**src/rtl/wb_arbiter_if.sv**
```systemverilog
// Writeback merge bus: pipeline/long-latency result sources in, register file write port and scoreboard out.
// The slave modport is the arbiter's view; the master modport is the view of whatever drives it.
interface wb_arbiter_if #(
  parameter int XLEN       = 32,
  parameter int FIFO_DEPTH = 4
);
  logic                          pipe_we;
  logic [4:0]                    pipe_rd;
  logic [XLEN-1:0]               pipe_wdata;
  logic                          lu_valid;
  logic                          lu_ready;
  logic [4:0]                    lu_rd;
  logic [XLEN-1:0]               lu_wdata;
  logic                          alloc_valid;
  logic [4:0]                    alloc_rd;
  logic                          rf_we;
  logic [4:0]                    rf_waddr;
  logic [XLEN-1:0]               rf_wdata;
  logic [31:0]                   busy;
  logic [$clog2(FIFO_DEPTH):0]   fifo_count;

  modport slave (
    input  pipe_we, pipe_rd, pipe_wdata,
    input  lu_valid, lu_rd, lu_wdata,
    input  alloc_valid, alloc_rd,
    output lu_ready, rf_we, rf_waddr, rf_wdata, busy, fifo_count
  );

  modport master (
    output pipe_we, pipe_rd, pipe_wdata,
    output lu_valid, lu_rd, lu_wdata,
    output alloc_valid, alloc_rd,
    input  lu_ready, rf_we, rf_waddr, rf_wdata, busy, fifo_count
  );
endinterface

```
**src/rtl/wb_arbiter.sv**
```systemverilog
// Writeback merge of pipeline and long-latency results into one register file write port, with busy scoreboard.
// Optional macro WB_ARB_BYPASS_EN lets a long-latency result skip an empty FIFO when the pipe is idle.
module wb_arbiter #(
  parameter int XLEN       = 32,
  parameter int FIFO_DEPTH = 4
) (
  input logic         clk,
  input logic         rst,
  wb_arbiter_if.slave bus
);
  localparam int PW = $clog2(FIFO_DEPTH);
  localparam int CW = PW + 1;
  localparam logic [CW-1:0] DEPTH_C = CW'(FIFO_DEPTH);

  logic [XLEN-1:0] fifo_data [FIFO_DEPTH];
  logic [4:0]      fifo_rd   [FIFO_DEPTH];
  logic [PW-1:0]   wr_ptr, rd_ptr;
  logic [CW-1:0]   count;

  logic            rf_we_q;
  logic [4:0]      rf_waddr_q;
  logic [XLEN-1:0] rf_wdata_q;
  logic            rf_lu_q;   // rf_* currently holds a long-latency result
  logic [31:0]     busy_q;

  logic pipe_hit, lu_ready_c, accept, fifo_empty, bypass, push, pop;
  logic [31:0] set_mask, clr_mask, busy_next;

  assign pipe_hit   = bus.pipe_we && (bus.pipe_rd != 5'd0);
  assign lu_ready_c = (count < DEPTH_C);
  assign accept     = bus.lu_valid && lu_ready_c;
  assign fifo_empty = (count == '0);

`ifdef WB_ARB_BYPASS_EN
  assign bypass = accept && (bus.lu_rd != 5'd0) && !pipe_hit && fifo_empty;
`else
  assign bypass = 1'b0;
`endif

  // x0 results complete the handshake but are dropped here
  assign push = accept && (bus.lu_rd != 5'd0) && !bypass;
  assign pop  = !pipe_hit && !fifo_empty;

  always_comb begin
    set_mask = '0;
    clr_mask = '0;
    if (bus.alloc_valid && (bus.alloc_rd != 5'd0))
      set_mask[bus.alloc_rd] = 1'b1;
    if (rf_we_q && rf_lu_q)
      clr_mask[rf_waddr_q] = 1'b1;
    busy_next = ((busy_q & ~clr_mask) | set_mask) & ~32'h1;
  end

  // result buffer storage: data only, no reset
  always_ff @(posedge clk) begin
    if (push) begin
      fifo_data[wr_ptr] <= bus.lu_wdata;
      fifo_rd[wr_ptr]   <= bus.lu_rd;
    end
  end

  // pointers, occupancy, register-file port and scoreboard
  always_ff @(posedge clk or posedge rst) begin
    if (rst) begin
      wr_ptr     <= '0;
      rd_ptr     <= '0;
      count      <= '0;
      rf_we_q    <= 1'b0;
      rf_waddr_q <= '0;
      rf_wdata_q <= '0;
      rf_lu_q    <= 1'b0;
      busy_q     <= '0;
    end else begin
      if (push) wr_ptr <= wr_ptr + 1'b1;
      if (pop)  rd_ptr <= rd_ptr + 1'b1;
      count  <= count + CW'(push) - CW'(pop);
      busy_q <= busy_next;
      if (pipe_hit) begin
        rf_we_q    <= 1'b1;
        rf_waddr_q <= bus.pipe_rd;
        rf_wdata_q <= bus.pipe_wdata;
        rf_lu_q    <= 1'b0;
      end else if (pop) begin
        rf_we_q    <= 1'b1;
        rf_waddr_q <= fifo_rd[rd_ptr];
        rf_wdata_q <= fifo_data[rd_ptr];
        rf_lu_q    <= 1'b1;
      end else if (bypass) begin
        rf_we_q    <= 1'b1;
        rf_waddr_q <= bus.lu_rd;
        rf_wdata_q <= bus.lu_wdata;
        rf_lu_q    <= 1'b1;
      end else begin
        rf_we_q    <= 1'b0;
        rf_lu_q    <= 1'b0;
      end
    end
  end

  assign bus.lu_ready   = lu_ready_c;
  assign bus.rf_we      = rf_we_q;
  assign bus.rf_waddr   = rf_waddr_q;
  assign bus.rf_wdata   = rf_wdata_q;
  assign bus.busy       = busy_q;
  assign bus.fifo_count = count;
endmodule

```
**src/flat_wrapper.sv**
```systemverilog
// flat-port wrapper written by rule: the top's interface ports become plain ports
module wb_arbiter_flat 
#(
  parameter int XLEN       = 32,
  parameter int FIFO_DEPTH = 4
)
  (clk, rst, bus_pipe_we, bus_pipe_rd, bus_pipe_wdata, bus_lu_valid, bus_lu_rd, bus_lu_wdata, bus_alloc_valid, bus_alloc_rd, bus_lu_ready, bus_rf_we, bus_rf_waddr, bus_rf_wdata, bus_busy, bus_fifo_count);
  wb_arbiter_if #(.XLEN(XLEN), .FIFO_DEPTH(FIFO_DEPTH)) bus_i ();
  input logic clk;
  input logic rst;
  input wire logic [$bits(bus_i.pipe_we)-1:0] bus_pipe_we;
  input wire logic [$bits(bus_i.pipe_rd)-1:0] bus_pipe_rd;
  input wire logic [$bits(bus_i.pipe_wdata)-1:0] bus_pipe_wdata;
  input wire logic [$bits(bus_i.lu_valid)-1:0] bus_lu_valid;
  input wire logic [$bits(bus_i.lu_rd)-1:0] bus_lu_rd;
  input wire logic [$bits(bus_i.lu_wdata)-1:0] bus_lu_wdata;
  input wire logic [$bits(bus_i.alloc_valid)-1:0] bus_alloc_valid;
  input wire logic [$bits(bus_i.alloc_rd)-1:0] bus_alloc_rd;
  output wire logic [$bits(bus_i.lu_ready)-1:0] bus_lu_ready;
  output wire logic [$bits(bus_i.rf_we)-1:0] bus_rf_we;
  output wire logic [$bits(bus_i.rf_waddr)-1:0] bus_rf_waddr;
  output wire logic [$bits(bus_i.rf_wdata)-1:0] bus_rf_wdata;
  output wire logic [$bits(bus_i.busy)-1:0] bus_busy;
  output wire logic [$bits(bus_i.fifo_count)-1:0] bus_fifo_count;
  assign bus_i.pipe_we = bus_pipe_we;
  assign bus_i.pipe_rd = bus_pipe_rd;
  assign bus_i.pipe_wdata = bus_pipe_wdata;
  assign bus_i.lu_valid = bus_lu_valid;
  assign bus_i.lu_rd = bus_lu_rd;
  assign bus_i.lu_wdata = bus_lu_wdata;
  assign bus_i.alloc_valid = bus_alloc_valid;
  assign bus_i.alloc_rd = bus_alloc_rd;
  assign bus_lu_ready = bus_i.lu_ready;
  assign bus_rf_we = bus_i.rf_we;
  assign bus_rf_waddr = bus_i.rf_waddr;
  assign bus_rf_wdata = bus_i.rf_wdata;
  assign bus_busy = bus_i.busy;
  assign bus_fifo_count = bus_i.fifo_count;
  wb_arbiter #(.XLEN(XLEN), .FIFO_DEPTH(FIFO_DEPTH)) u_core (.clk(clk), .rst(rst), .bus(bus_i));
endmodule
```
**config.mk**
```make
export PLATFORM = sky130hd
export DESIGN_NAME = wb_arbiter_flat
export DESIGN_NICKNAME = d
export VERILOG_FILES = /design/src/rtl/wb_arbiter_if.sv /design/src/rtl/wb_arbiter.sv /design/src/flat_wrapper.sv
export SDC_FILE = /design/constraint.sdc
export NUM_CORES = 1
export LEC_CHECK = 0
export BUFFER_PORTS_ARGS = -buffer_cell sky130_fd_sc_hd__buf_4
export CORE_ASPECT_RATIO = 1.2
export CORE_MARGIN = 2
export CORE_UTILIZATION = 55
export DETAILED_ROUTE_END_ITERATION = 8
export PLACE_DENSITY = 0.83
export SKIP_CTS_REPAIR_TIMING = 1
export SLEW_MARGIN = 20
export SYNTH_ARGS = -nofsm -noshare
export SYNTH_HDL_FRONTEND = slang
export SYNTH_SLANG_ARGS = --single-unit
```
**constraint.sdc**
```tcl
create_clock -name clk -period 2.7 [get_ports clk]
set_input_delay 0.135 -clock clk [delete_from_list [all_inputs] [get_ports clk]]
set_output_delay 0.135 -clock clk [all_outputs]
set_load 0.05 [all_outputs]
```
# --- After elaboration in Yosys (flattened, before gate mapping) ---
# Memories as Yosys holds them, arrays and structs flattened.
# Index checks and enable logic that the tools add are counted.
totals:
  ff_bits: 77
  ramBits: 148
  inputBits: 84
  output_inout_bits: 74
  word_cells: 52
  mem_count: 2
memory_table:
  columns: ["name", "depth", "width", "rd", "rd_ports_with_merged_regs", "write_ports", "line", "rtl"]
  rows:
  - ["u_core.fifo_data", 4, 32, 1, 0, 1, "wb_arbiter.sv:15", "logic [XLEN-1:0] fifo_data [FIFO_DEPTH];"]
  - ["u_core.fifo_rd", 4, 5, 1, 0, 1, "wb_arbiter.sv:16", "logic [4:0] fifo_rd [FIFO_DEPTH];"]
classes:
  add_sub_neg: 4
  order_cmp: 5
  n_mux: 15
  bitwise_logic: 3
  n_reduce_logical: 15
op_table:
  columns: ["operator", "n"]
  rows:
  - ["two-way mux 32 bit", 4]
  - ["bitwise AND 32 bit", 1]
  - ["inverter 32 bit", 1]
  - ["bitwise OR 32 bit", 1]
  - ["nonzero test 5 bit", 3]
  - ["< comparator 5 x 6 -> 1 bit (second input constant)", 2]
  - ["demux 1 bit (select 5 bit)", 2]
  - [">= comparator 5 x 1 -> 1 bit (second input constant)", 2]
  - ["two-way mux 5 bit", 2]
  - ["logical AND 1 bit", 8]
  - ["two-way mux 1 bit", 7]
  - ["adder 2 x 1 -> 2 bit (second input constant)", 2]
  - ["adder 3 x 1 -> 3 bit", 1]
  - ["logical NOT 3 bit", 1]
  - ["< comparator 3 bit (second input constant)", 1]
  - ["subtractor 3 x 1 -> 3 bit", 1]
  - ["logical NOT 1 bit", 2]
  - ["nonzero test 2 bit", 1]

# --- Logic depth before layout (Yosys ltp) ---
# Gate-level depths: netlist of run 1.
depth:
  depth_word: 8
  mapped_depth: 10
  ltp_nobuf: 9

# --- Least setup slack after synthesis of run 1 ---
# Ideal clock, no wire load.
synth_timing:
  path_type: "register to register"
  start: "reg u_core.count[2], in the netlist u_core.bus.fifo_count[2]"
  end: "reg u_core.count[2], in the netlist u_core.bus.fifo_count[2]"
  setup_ns: 0.125
  t_arrival_ns: 2.700
  t_required_ns: 2.575
  slack_ns: -0.125
  path_stages_with_launch: 11
  path_buffers: 1
  synth_period_minus_slack_ns: 2.825
  path_cell_list: "dfrtp_1 -> inv_1 -> nand3_1 -> clkbuf_1 -> and2_1 -> ha_1 -> inv_1 -> ha_1 -> fa_1 -> xnor2_1 -> xnor2_1"
synth_between:
  elab_chain_len: 5
  elab_cells_between_ends: 8
  cone_classes: "2 x add/sub; 1 x order compare; 5 x reduce/logical"
synth_lines:
  columns: ["item", "line", "rtl"]
  rows:
  - ["from (decl)", "wb_arbiter.sv:18", "logic [CW-1:0] count;"]
  - ["from (signal assigned)", "wb_arbiter.sv:76", "count <= count + CW'(push) - CW'(pop);"]
  - ["< comparator 3 bit", "wb_arbiter.sv:30", "assign lu_ready_c = (count < DEPTH_C);"]
  - ["via bus_lu_ready", "flat_wrapper.sv:19", "output wire logic [$bits(bus_i.lu_ready)-1:0] bus_lu_ready;"]
  - ["logical AND 1 bit", "wb_arbiter.sv:31", "assign accept = bus.lu_valid && lu_ready_c;"]
  - ["logical AND 1 bit", "wb_arbiter.sv:41", "assign push = accept && (bus.lu_rd != 5'd0) && !bypass;"]
  - ["adder 3 x 1 -> 3 bit", "wb_arbiter.sv:76", null]
  - ["subtractor 3 x 1 -> 3 bit", "wb_arbiter.sv:76", null]
# The timed path passes the listed nets, and every way through them passes these cells.
# A chain may end at the register's enable or synchronous reset.

# --- Worst setup path after layout of run 1 ---
layout_timing:
  start: "in bus_pipe_rd[2]"
  end: "reg u_core.rf_waddr_q[0], in the netlist u_core.bus.rf_waddr[0]"
layout_between:
  elab_chain_len: 5
  elab_cells_between_ends: 6
  cone_classes: "1 x mux; 5 x reduce/logical"
layout_lines:
  columns: ["item", "line", "rtl"]
  rows:
  - ["from (decl)", "flat_wrapper.sv:12", "input wire logic [$bits(bus_i.pipe_rd)-1:0] bus_pipe_rd;"]
  - ["nonzero test 5 bit (*)", "wb_arbiter.sv:29", "assign pipe_hit = bus.pipe_we && (bus.pipe_rd != 5'd0);"]
  - ["logical AND 1 bit (*)", "wb_arbiter.sv:29", null]
  - ["logical NOT 1 bit", "wb_arbiter.sv:42", "assign pop = !pipe_hit && !fifo_empty;"]
  - ["logical AND 1 bit", "wb_arbiter.sv:42", null]
  - ["nonzero test 2 bit (no line)", null, null]
  - ["to (signal assigned)", "wb_arbiter.sv:80", "rf_waddr_q <= bus.pipe_rd;"]
  - ["to (signal assigned)", "wb_arbiter.sv:85", "rf_waddr_q <= fifo_rd[rd_ptr];"]
  - ["to (signal assigned)", "wb_arbiter.sv:90", "rf_waddr_q <= bus.lu_rd;"]
  - ["to (decl)", "wb_arbiter.sv:21", "logic [4:0] rf_waddr_q;"]
# Mark *: on every way between the ends. The rest lies on a longest branch, timed or not.

==> metrics, run 1 <==
worst r2r src u_core.bus.fifo_count[1]; total of max-cap violations 0; Syn-to-layout area delta 33.5%; most area-hungry cell type in the Yosys netlist edfxtp_1; worst setup path endpoint u_core.bus.rf_waddr[0]; Hold Crit Class input pin to register; worst vdd rail ir drop 0.743 mV; most common cell in the netlist edfxtp_1; Die Area 16900 um^2; NumNets Final 895; static leakage 4.45 nW; number of buffers created by CTS 21; CTS tree done; worst r2r path cells 9; CP arrival 3040 ps; Slew Viols, Final 0; initial core utilization 56.2%; post-DP HPWL 13400 um; CP Launch Point bus_pipe_rd[2]; Crit Path Category input pin to register; final cycle utilization of the critical path 96.7%; R2R setup slack 520 ps; Seq/Total Area, Yosys 72.8%; via density per instance 5.89; root buf cell clkbuf_16; final setup margin 90.2 ps; port buffer count 156; first-pass GRT wire length 32800 um; worst-skew pair later-pin latency 490 ps; Synth area leaders edfxtp_1 (51%), dfrtp_1 (22%), mux4_2 (9.5%); routability cong. 0.884; Final Setup Violations 0; Multi-input gate area 2230 um^2; Die Y 142 um; drt pass-1 iters 6; unique cell type count in the Yosys netlist 29; Max FO, Critical Path 76; dpl ws 320 ps; FF+latch area 6370 um^2; DRC errors left 0; routed vias 6043; mapped cell area 8750 um^2; final core utilization 75.0%; Total Wirelength 22600 um; Mapped Nets 654; Startpoint Class input pin; Worst-path clk slew 60 ps; vias in the first global route 5985; Switching Fraction 38.3%; Ports 158; top cell type's share of synthesized area 50.8%; Worst slew margin 37.3%; Clock Power Share 23.6%; sw power 5.13 mW; asr flop ratio synth 34.2%; Critical Path, Cell by Cell dlygate4sd3_1, buf_4, or4_1, o21ai_4, buf_4, a32oi_1, dlygate4sd3_1, nand2_1; Die Width 119 um; fillers 895; core footprint 15600 um^2; DR WL/cell 22.0 um; Post-synth top flop edfxtp_1; dpl cell area 10200 um^2; Int Pwr 8.25 mW; Final Cell Area 11700 um^2; largest net degree at the start of global routing 77; WP data required 3130 ps; # H-tree levels 1; Syn Area/Cell 15.5 um^2; peak per-stage delay on the critical path 630 ps; Max Root-Sink Buffers 3; Crit-path slowest cell buf_4; antenna violations before repair 0; combinational cell fraction of total power 38.7%; Critical Path End Type register; share of cells above drive strength 1 30.6%; Antenna Cells 0; r2r endpoint u_core.bus.fifo_count[2]; proportion of power drawn by flip-flops and latches 37.7%; Slew @ Worst Pin 939 ps; status finished clean; FP Rows 50; Final Critical Period 2610 ps; Post-synth EDFFs 148; Initial DRC Count 648; clk sinks 225; commonest cells in the netlist edfxtp_1 (148), nand2_1 (79), dfrtp_1 (77), o21ai_0 (63), nor2_1 (39); hold_ws 38.4 ps; post-route antenna net violation count 0; synth warn 0; Final Hold Violating Endpoints 0; Max Freq 383 MHz; Tot GR Track Use 25.3%; Power Density 1150 nW/um^2; Synth Instances 563; Seq cells post-synth 225; GR Overflow Total 0; Total Power 13.4 mW; Worst Skew 8.14 ps
[layer usage]
metal	track usage, %	up-vias	routed length [um]	share of wire (%)
li1	-	2598	-	-
met1	31.2	3017	8220	36
met2	45.4	370	12100	54
met3	4.09	58	1640	7.3
met4	9.34	0	604	2.7
met5	0	-	0	0
[state kept, by name (all words and copies together), names as in the netlist]
| signal | count |
|---|---|
| u_core.bus.busy | 31 |
| u_core.fifo_data | 128 |
| u_core.fifo_rd | 20 |
| u_core.bus.rf_we | 1 |
| u_core.bus.rf_waddr | 5 |
| u_core.wr_ptr | 2 |
| u_core.bus.rf_wdata | 32 |
| u_core.rf_lu_q | 1 |
| u_core.rd_ptr | 2 |
| u_core.bus.fifo_count | 3 |
[kinds of logic after synthesis]
kind of cell | Yosys count | share of synthesized area (%)
flip-flops | 225 | 72.8
AND/OR/NAND/NOR | 150 | 7.51
AO/OA/AOI/OAI | 102 | 6.52
multiplexers | 37 | 9.52
buffers and inverters | 36 | 2.02
adder cells (fa/ha/maj) | 7 | 1.09
XOR/XNOR | 5 | 0.500
other | 1 | 0.0429
[layout by cell type (no fill, tap or decap), drive strengths merged, types with 5 or more instances in the layout]
cell type    Yosys  routed
inv              8       6
a31oi           35      35
mux4            37      37
nand3            7       7
bufinv           0       5
and2             5       5
dfrtp           77      77
dlygate4sd3      0      76
clkbuf          11      28
nand2           79      79
nand3b           8       8
buf             17     170
edfxtp         148     148
ha               6       6
o21ai           64      64
clkinv           0       5
nor2            39      39
[stage by stage]
stage | setup TNS, ps | instances
after floorplan | 0 | 563
after global placement | 0 | 913
after detailed placement | 0 | 913
after CTS | 0 | 950
after global routing | -54.5 | 1026
final | 0 | 1026
[critical path: cells and delay by family]
family,cells,cell delay (ps)
AOI/OAI and AO/OA,2,360
buffers and inverters,4,1910
and+or+nand+nor,2,620
[worst min-delay path by stage]
stage                     depth (start not counted)                      end  slack, ps        startpoint
after floorplan                                   0   u_core.fifo_data[0][0]        230   bus_lu_wdata[0]
after global placement                            2   u_core.bus.rf_wdata[5]        340               rst
after detailed placement                          1  u_core.fifo_data[1][14]        340  bus_lu_wdata[14]
after CTS                                         1  u_core.fifo_data[3][13]       -170  bus_lu_wdata[13]
after global routing                              3      u_core.bus.busy[22]         50   bus_alloc_rd[2]
final                                             3       u_core.bus.busy[1]         40   bus_alloc_rd[3]
[layout make-up]
class	instances	area share (%)
clock buffers	28	4.81
clock inverters	9	1.42
inverters	8	0.300
multi-input cells	302	19.0
flip-flops and latches	225	54.6
well taps	208	2.23
repair buffers	246	17.6
[power groups by stage]
stage                     registers, mW  clock network (mW)  logic, mW
final                              5.04                3.16       5.18
after global routing               5.10                3.33       5.44
after CTS                          5.02                3.17       5.07
after detailed placement           5.07                   0       5.03
after global placement             4.99                   0       4.90
after floorplan                    6.49                   0       1.93
Power figures use the tool's default switching activity.
==> run 2, diff against run 1 <==
==> constraint.sdc (replaced) <==
create_clock -name clk -period 2.75 [get_ports clk]
set_input_delay 0.1375 -clock clk [delete_from_list [all_inputs] [get_ports clk]]
set_output_delay 0.1375 -clock clk [all_outputs]
set_load 0.05 [all_outputs]
==> run 2 against run 1 <==
Setup slack improved by 68 ps. Die area unchanged. Global-route usage decreased by 0.32 points. Highest routed layer unchanged.
==> metrics, run 2 (synthesis gave the netlist of run 1 again) <==
Worst Skew 6.35 ps (-1.79 ps); largest net degree at the start of global routing 77 (unchanged); Max Freq 386 MHz; RSZ-0062 raised after global routing no; Critical Path, Cell by Cell dlygate4sd3_1, buf_4, or4_1, o21ai_4, buf_4, a32oi_1, dlygate4sd3_1, nand2_1; Die Y 142 um (unchanged); Max Root-Sink Buffers 3 (unchanged); port buffer count 156 (unchanged); worst vdd rail ir drop 0.704 mV (-5.3%); routed vias 6054 (+0.18%); Worst slew margin 37.1% (-0.19 points); FP Rows 50 (unchanged); CTS tree done; Max FO, Critical Path 76 (unchanged); antenna violations before repair 1 (+1); Syn-to-layout area delta 33.3%; DRC errors left 0 (unchanged); Final TNS setup 0 ps (unchanged); Critical Path End Type register; final setup margin 158 ps (+67.9 ps); first-pass GRT wire length 32200 um (-1.8%); Final Critical Period 2590 ps; Crit-path slowest cell buf_4; # H-tree levels 1 (unchanged); Hold Crit Class input pin to register; max FFs per register 128 (unchanged); Die Width 119 um (unchanged); peak per-stage delay on the critical path 600 ps (-30 ps); Die Area 16900 um^2 (unchanged); total of max-cap violations 0 (unchanged); Startpoint Class input pin; number of buffers created by CTS 22 (+4.8%); Worst-path clk slew 60 ps (about the same); Int Pwr 7.92 mW (-4.0%); Initial DRC Count 732 (+13%); worst r2r path cells 9 (unchanged); hold path endpoint u_core.bus.busy[6]; hold depth 3 (unchanged); Final Hold Violating Endpoints 0 (unchanged); crit-path leading delay family buffers and inverters; Power Density 1120 nW/um^2 (-2.6%); GR Overflow Total 0 (unchanged); Final Cell Area 11700 um^2 (-0.21%); DR WL/cell 22.4 um (+1.6%); routability cong. 0.871 (-1.4%); vias in the first global route 5774 (-3.5%); Ports 158 (unchanged); post-route antenna net violation count 0 (unchanged); proportion of power drawn by flip-flops and latches 38.9% (+1.2 points); WP depth 8 (unchanged); final core utilization 74.9% (-0.16 points); Crit Path Category input pin to register; status finished clean; initial core utilization 56.2% (unchanged); Biggest register u_core.fifo_data; combinational cell fraction of total power 38.2% (-0.5 points); dpl ws 377 ps (+57.0 ps); sw power 5.08 mW (-0.85%); hold_sp bus_alloc_rd[2]; NumNets Final 897 (+0.22%); share of cells above drive strength 1 30.9% (+0.34 points); Final Setup Violations 0 (unchanged); Clock Power Share 22.9% (-0.7 points); via density per instance 5.87 (-0.30%); Switching Fraction 39.1% (+0.77 points); CP arrival 3030 ps (about the same); clk sinks 225 (unchanged); WP data required 3180 ps (+50 ps); hold_ws 23.0 ps (-15.4 ps); static leakage 4.44 nW (-0.11%); worst path buffer plus inverter count 4 (unchanged); worst r2r src u_core.bus.fifo_count[1]; root buf cell clkbuf_16; most frequent cells in the layout buf_4 (169), edfxtp_1 (148), nand2_1 (79), dlygate4sd3_1 (77), dfrtp_1 (74); worst-skew pair later-pin latency 500 ps (about the same); post-DP HPWL 13400 um (+0.21%); final cycle utilization of the critical path 94.3%; Slew @ Worst Pin 943 ps (+3.99 ps); drt pass-1 iters 5 (-1); Total Wirelength 23100 um (+2.1%); core footprint 15600 um^2 (unchanged); r2r endpoint u_core.bus.fifo_count[2]; Tot GR Track Use 25.0% (-0.32 points); R2R setup slack 470 ps (-50 ps); commonest non-fill, non-tap cell in the layout buf_4; Slew Viols, Final 0 (unchanged); dpl cell area 10200 um^2 (-0.12%)
## run 2: cell count changes in the layout (fill, tap and decap cells not counted), sizes merged
| cell | delta |
|---|---|
| clkinv | +4 |
| clkbuf | +1 |
| dlygate4sd3 | +1 |
| clkinvlp | +1 |
| diode | +1 |
| bufinv | -3 |
## run 2: layer usage
metal / track usage, % / vias to the layer above / part of all wire, %
met5: 0 / - / 0
met4: 8.15 / 0 / 3.7
met3: 4.77 / 75 / 7.9
met2: 44.1 / 362 / 53
met1: 31.5 / 3010 / 35
li1: - / 2607 / -
## run 2: worst reg2reg max path, cell delays in order, from the launching register on
cell and delay, ps:
dfrtp_1 410, inv_1 170, nand3_2 110, and2_1 210
ha_1 310, inv_1 60, ha_1 190, fa_1 400
xnor2_1 180, xnor2_1 150
## run 2: worst max-delay path by stage
stage	from	to	slack, ps
global route	bus_pipe_rd[2]	u_core.bus.rf_waddr[4]	40
detailed placement	bus_pipe_rd[3]	u_core.bus.fifo_count[2]	380
floorplan	u_core.bus.fifo_count[2]	u_core.bus.fifo_count[2]	80
CTS	u_core.bus.fifo_count[2]	u_core.fifo_data[2][2]	560
global placement	bus_pipe_rd[3]	u_core.bus.fifo_count[2]	460
finish	bus_pipe_rd[2]	u_core.bus.rf_waddr[4]	160
## run 2: metrics by stage
| stage | total power [mW] | std cells |
|---|---|---|
| floorplan | 8.26 | 563 |
| global placement | 9.71 | 913 |
| detailed placement | 9.89 | 913 |
| CTS | 12.9 | 953 |
| global route | 13.5 | 1031 |
| finish | 13.0 | 1031 |
## run 2: area by class of cell
type	count	area, um^2
Inverter	8	35.0
Sequential cell	225	6370
Antenna cell	1	2.50
Tap cell	208	260
Fill cell	874	3920
Clock inverter	11	105
Timing Repair Buffer	247	2060
Clock buffer	29	598
Multi-Input combinational cell	302	2230
## run 2: power groups by stage
| stage | Combinational (mW) | Clock, mW | Sequential (mW) |
|---|---|---|---|
| after floorplan | 1.89 | 0 | 6.37 |
| after detailed placement | 4.80 | 0 | 5.10 |
| after CTS | 4.84 | 2.98 | 5.04 |
| final | 4.97 | 2.98 | 5.06 |
| after global placement | 4.69 | 0 | 5.02 |
| after global routing | 5.24 | 3.14 | 5.14 |
==> run 3, diff against run 2 <==
--- a/config.mk
+++ b/config.mk
@@ -6,9 +6,12 @@
 export NUM_CORES = 1
 export LEC_CHECK = 0
 export BUFFER_PORTS_ARGS = -buffer_cell sky130_fd_sc_hd__buf_4
+export CELL_PAD_IN_SITES_DETAIL_PLACEMENT = 0
+export CELL_PAD_IN_SITES_GLOBAL_PLACEMENT = 1
 export CORE_ASPECT_RATIO = 1.2
 export CORE_MARGIN = 2
-export CORE_UTILIZATION = 55
+export CORE_UTILIZATION = 46
+export CTS_BUF_LIST = sky130_fd_sc_hd__clkbuf_16
 export DETAILED_ROUTE_END_ITERATION = 8
 export PLACE_DENSITY = 0.83
 export SKIP_CTS_REPAIR_TIMING = 1
==> run 3 against run 2 <==
Non-clock buffer count shrank 7. Design area is essentially flat. Fmax is essentially flat. Wire length shrank 13%. Clock power shrank 1%. Clock-buffer cell count shrank 7. Via count shrank 5.6%. Global-route usage shrank 5.9 points. Final cell count grew 3.7%. Setup slack lost 0.66 ps. Clock skew grew 11 ps. First-iteration DRC count shrank 59%. Largest cell class unchanged.
==> metrics, run 3 (synthesis gave the netlist of run 1 again) <==
number of buffers created by CTS 21 (-4.5%); Critical Path, Cell by Cell dlygate4sd3_1, buf_4, or4_1, o21ai_4, buf_4, a32oi_1, dlygate4sd3_1, nand2_1; max FFs per register 128 (unchanged); commonest non-fill, non-tap cell in the layout buf_4; worst r2r path cells 9 (unchanged); post-route antenna net violation count 0 (unchanged); Initial DRC Count 298 (-59%); worst-skew pair later-pin latency 500 ps (about the same); Final Cell Area 11700 um^2 (about the same); Ports 158 (unchanged); R2R setup slack 580 ps (+110 ps); CTS tree done; Slew Viols, Final 0 (unchanged); Total Wirelength 20100 um (-13%); core footprint 18800 um^2 (+21%); antenna violations before repair 1 (unchanged); Max Freq 386 MHz (about the same); final cycle utilization of the critical path 94.3% (about the same); routability cong. 0.860 (-1.2%); clk sinks 225 (unchanged); Final Setup Violations 0 (unchanged); Crit-path slowest cell buf_4; # H-tree levels 1 (unchanged); post-DP HPWL 12500 um (-6.3%); r2r endpoint u_core.bus.fifo_count[2]; worst r2r src u_core.bus.fifo_count[1]; Power Density 1100 nW/um^2 (-1.8%); routed vias 5715 (-5.6%); port buffer count 156 (unchanged); Final TNS setup 0 ps (unchanged); root buf cell clkbuf_16; Hold Crit Class input pin to register; NumNets Final 889 (-0.89%); share of cells above drive strength 1 30.2% (-0.73 points); Worst slew margin 33.5% (-3.6 points); hold_sp bus_alloc_rd[3]; drt pass-1 iters 4 (-1); Critical Path End Type register; fillers 1376 (+57%); Max Root-Sink Buffers 3 (unchanged); first-pass GRT wire length 30000 um (-6.8%); Die Area 20100 um^2 (+19%); DR WL/cell 18.8 um (-16%); Die Width 130 um (+9.0%); Startpoint Class input pin; static leakage 4.41 nW (-0.85%); FP Rows 55 (+10%); GR Overflow Total 0 (unchanged); worst vdd rail ir drop 0.742 mV (+5.4%); Max FO, Critical Path 76 (unchanged); Final Critical Period 2590 ps (+0.660 ps); Worst Skew 17.1 ps (+10.8 ps); Worst-path clk slew 60 ps (about the same); Slew @ Worst Pin 998 ps (+54.4 ps); Final Hold Violating Endpoints 0 (unchanged); hold depth 3 (unchanged); Crit Path Category input pin to register; DRC errors left 0 (unchanged); WP data required 3170 ps (about the same); most frequent cells in the layout buf_4 (162), edfxtp_1 (148), nand2_1 (79), dlygate4sd3_1 (77), dfrtp_1 (74); RSZ-0062 raised after global routing no; via density per instance 5.35 (-9.0%); vias in the first global route 5622 (-2.6%); peak per-stage delay on the critical path 610 ps (about the same); Syn-to-layout area delta 33.4% (about the same); initial core utilization 46.6% (-9.6 points); Tot GR Track Use 19.1% (-5.9 points); dpl cell area 10200 um^2 (about the same); Die Y 155 um (+9.1%); largest net degree at the start of global routing 77 (unchanged); total of max-cap violations 0 (unchanged); hold path endpoint u_core.bus.busy[1]; status finished clean; Biggest register u_core.fifo_data; CP arrival 3020 ps (about the same)
[run 3: power breakdown]
| part | switching, mW | total, mW | internal [mW] |
|---|---|---|---|
| Combinational | 3.11 | 4.84 | 1.73 |
| Clock | 1.20 | 2.94 | 1.74 |
| Sequential | 0.569 | 5.01 | 4.44 |
[run 3: metrics by stage]
stage / util [%] / cells / power, mW / hold WS [ps] / setup slack, ps
6_report: 62.1 / 1069 / 12.8 / 34.4 / 157
5_1_grt: 62.1 / 1069 / 13.4 / 42.5 / 58.6
4_1_cts: 58.0 / 991 / 12.8 / -180 / 555
3_5_place_dp: 54.3 / 954 / 9.83 / 340 / 387
3_3_place_gp: 54.3 / 954 / 9.68 / 335 / 477
2_1_floorplan: - / 563 / 8.26 / 236 / 76.8
[run 3: final cells by class]
cell class                      count  area, um^2  share of cell area (%)
Antenna cell                        1        2.50                  0.0214
Clock buffer                       22         551                    4.72
Clock inverter                     15         154                    1.32
Inverter                            8        35.0                   0.300
Multi-Input combinational cell    302        2230                    19.1
Sequential cell                   225        6370                    54.6
Tap cell                          256         320                    2.74
Timing Repair Buffer              240        2010                    17.2
[run 3: per-layer routing]
| layer | up-vias | global-route usage (%) | wire [um] |
|---|---|---|---|
| met2 | 262 | 33.3 | 10300 |
| met1 | 2830 | 24.4 | 7980 |
| met3 | 31 | 4.09 | 1440 |
| met5 | - | 0 | 0 |
| met4 | 0 | 5.17 | 419 |
| li1 | 2592 | - | - |
[run 3: worst max-delay path, delay by kind of cell]
family,cells,cell delay (ps)
and+or+nand+nor,2,640
buffers and inverters,4,1880
AOI/OAI and AO/OA,2,360
[run 3: worst max-delay path by stage]
| stage | from | to | slack [ps] | depth (start not counted) |
|---|---|---|---|---|
| 4_1_cts | u_core.bus.fifo_count[2] | u_core.fifo_data[2][3] | 550 | 3 |
| 2_1_floorplan | u_core.bus.fifo_count[2] | u_core.bus.fifo_count[2] | 80 | 10 |
| 6_report | bus_pipe_rd[3] | u_core.bus.rf_waddr[0] | 160 | 8 |
| 5_1_grt | bus_pipe_rd[3] | u_core.bus.rf_waddr[0] | 60 | 8 |
| 3_5_place_dp | bus_pipe_rd[3] | u_core.bus.fifo_count[2] | 390 | 10 |
| 3_3_place_gp | bus_pipe_rd[3] | u_core.bus.fifo_count[2] | 480 | 10 |
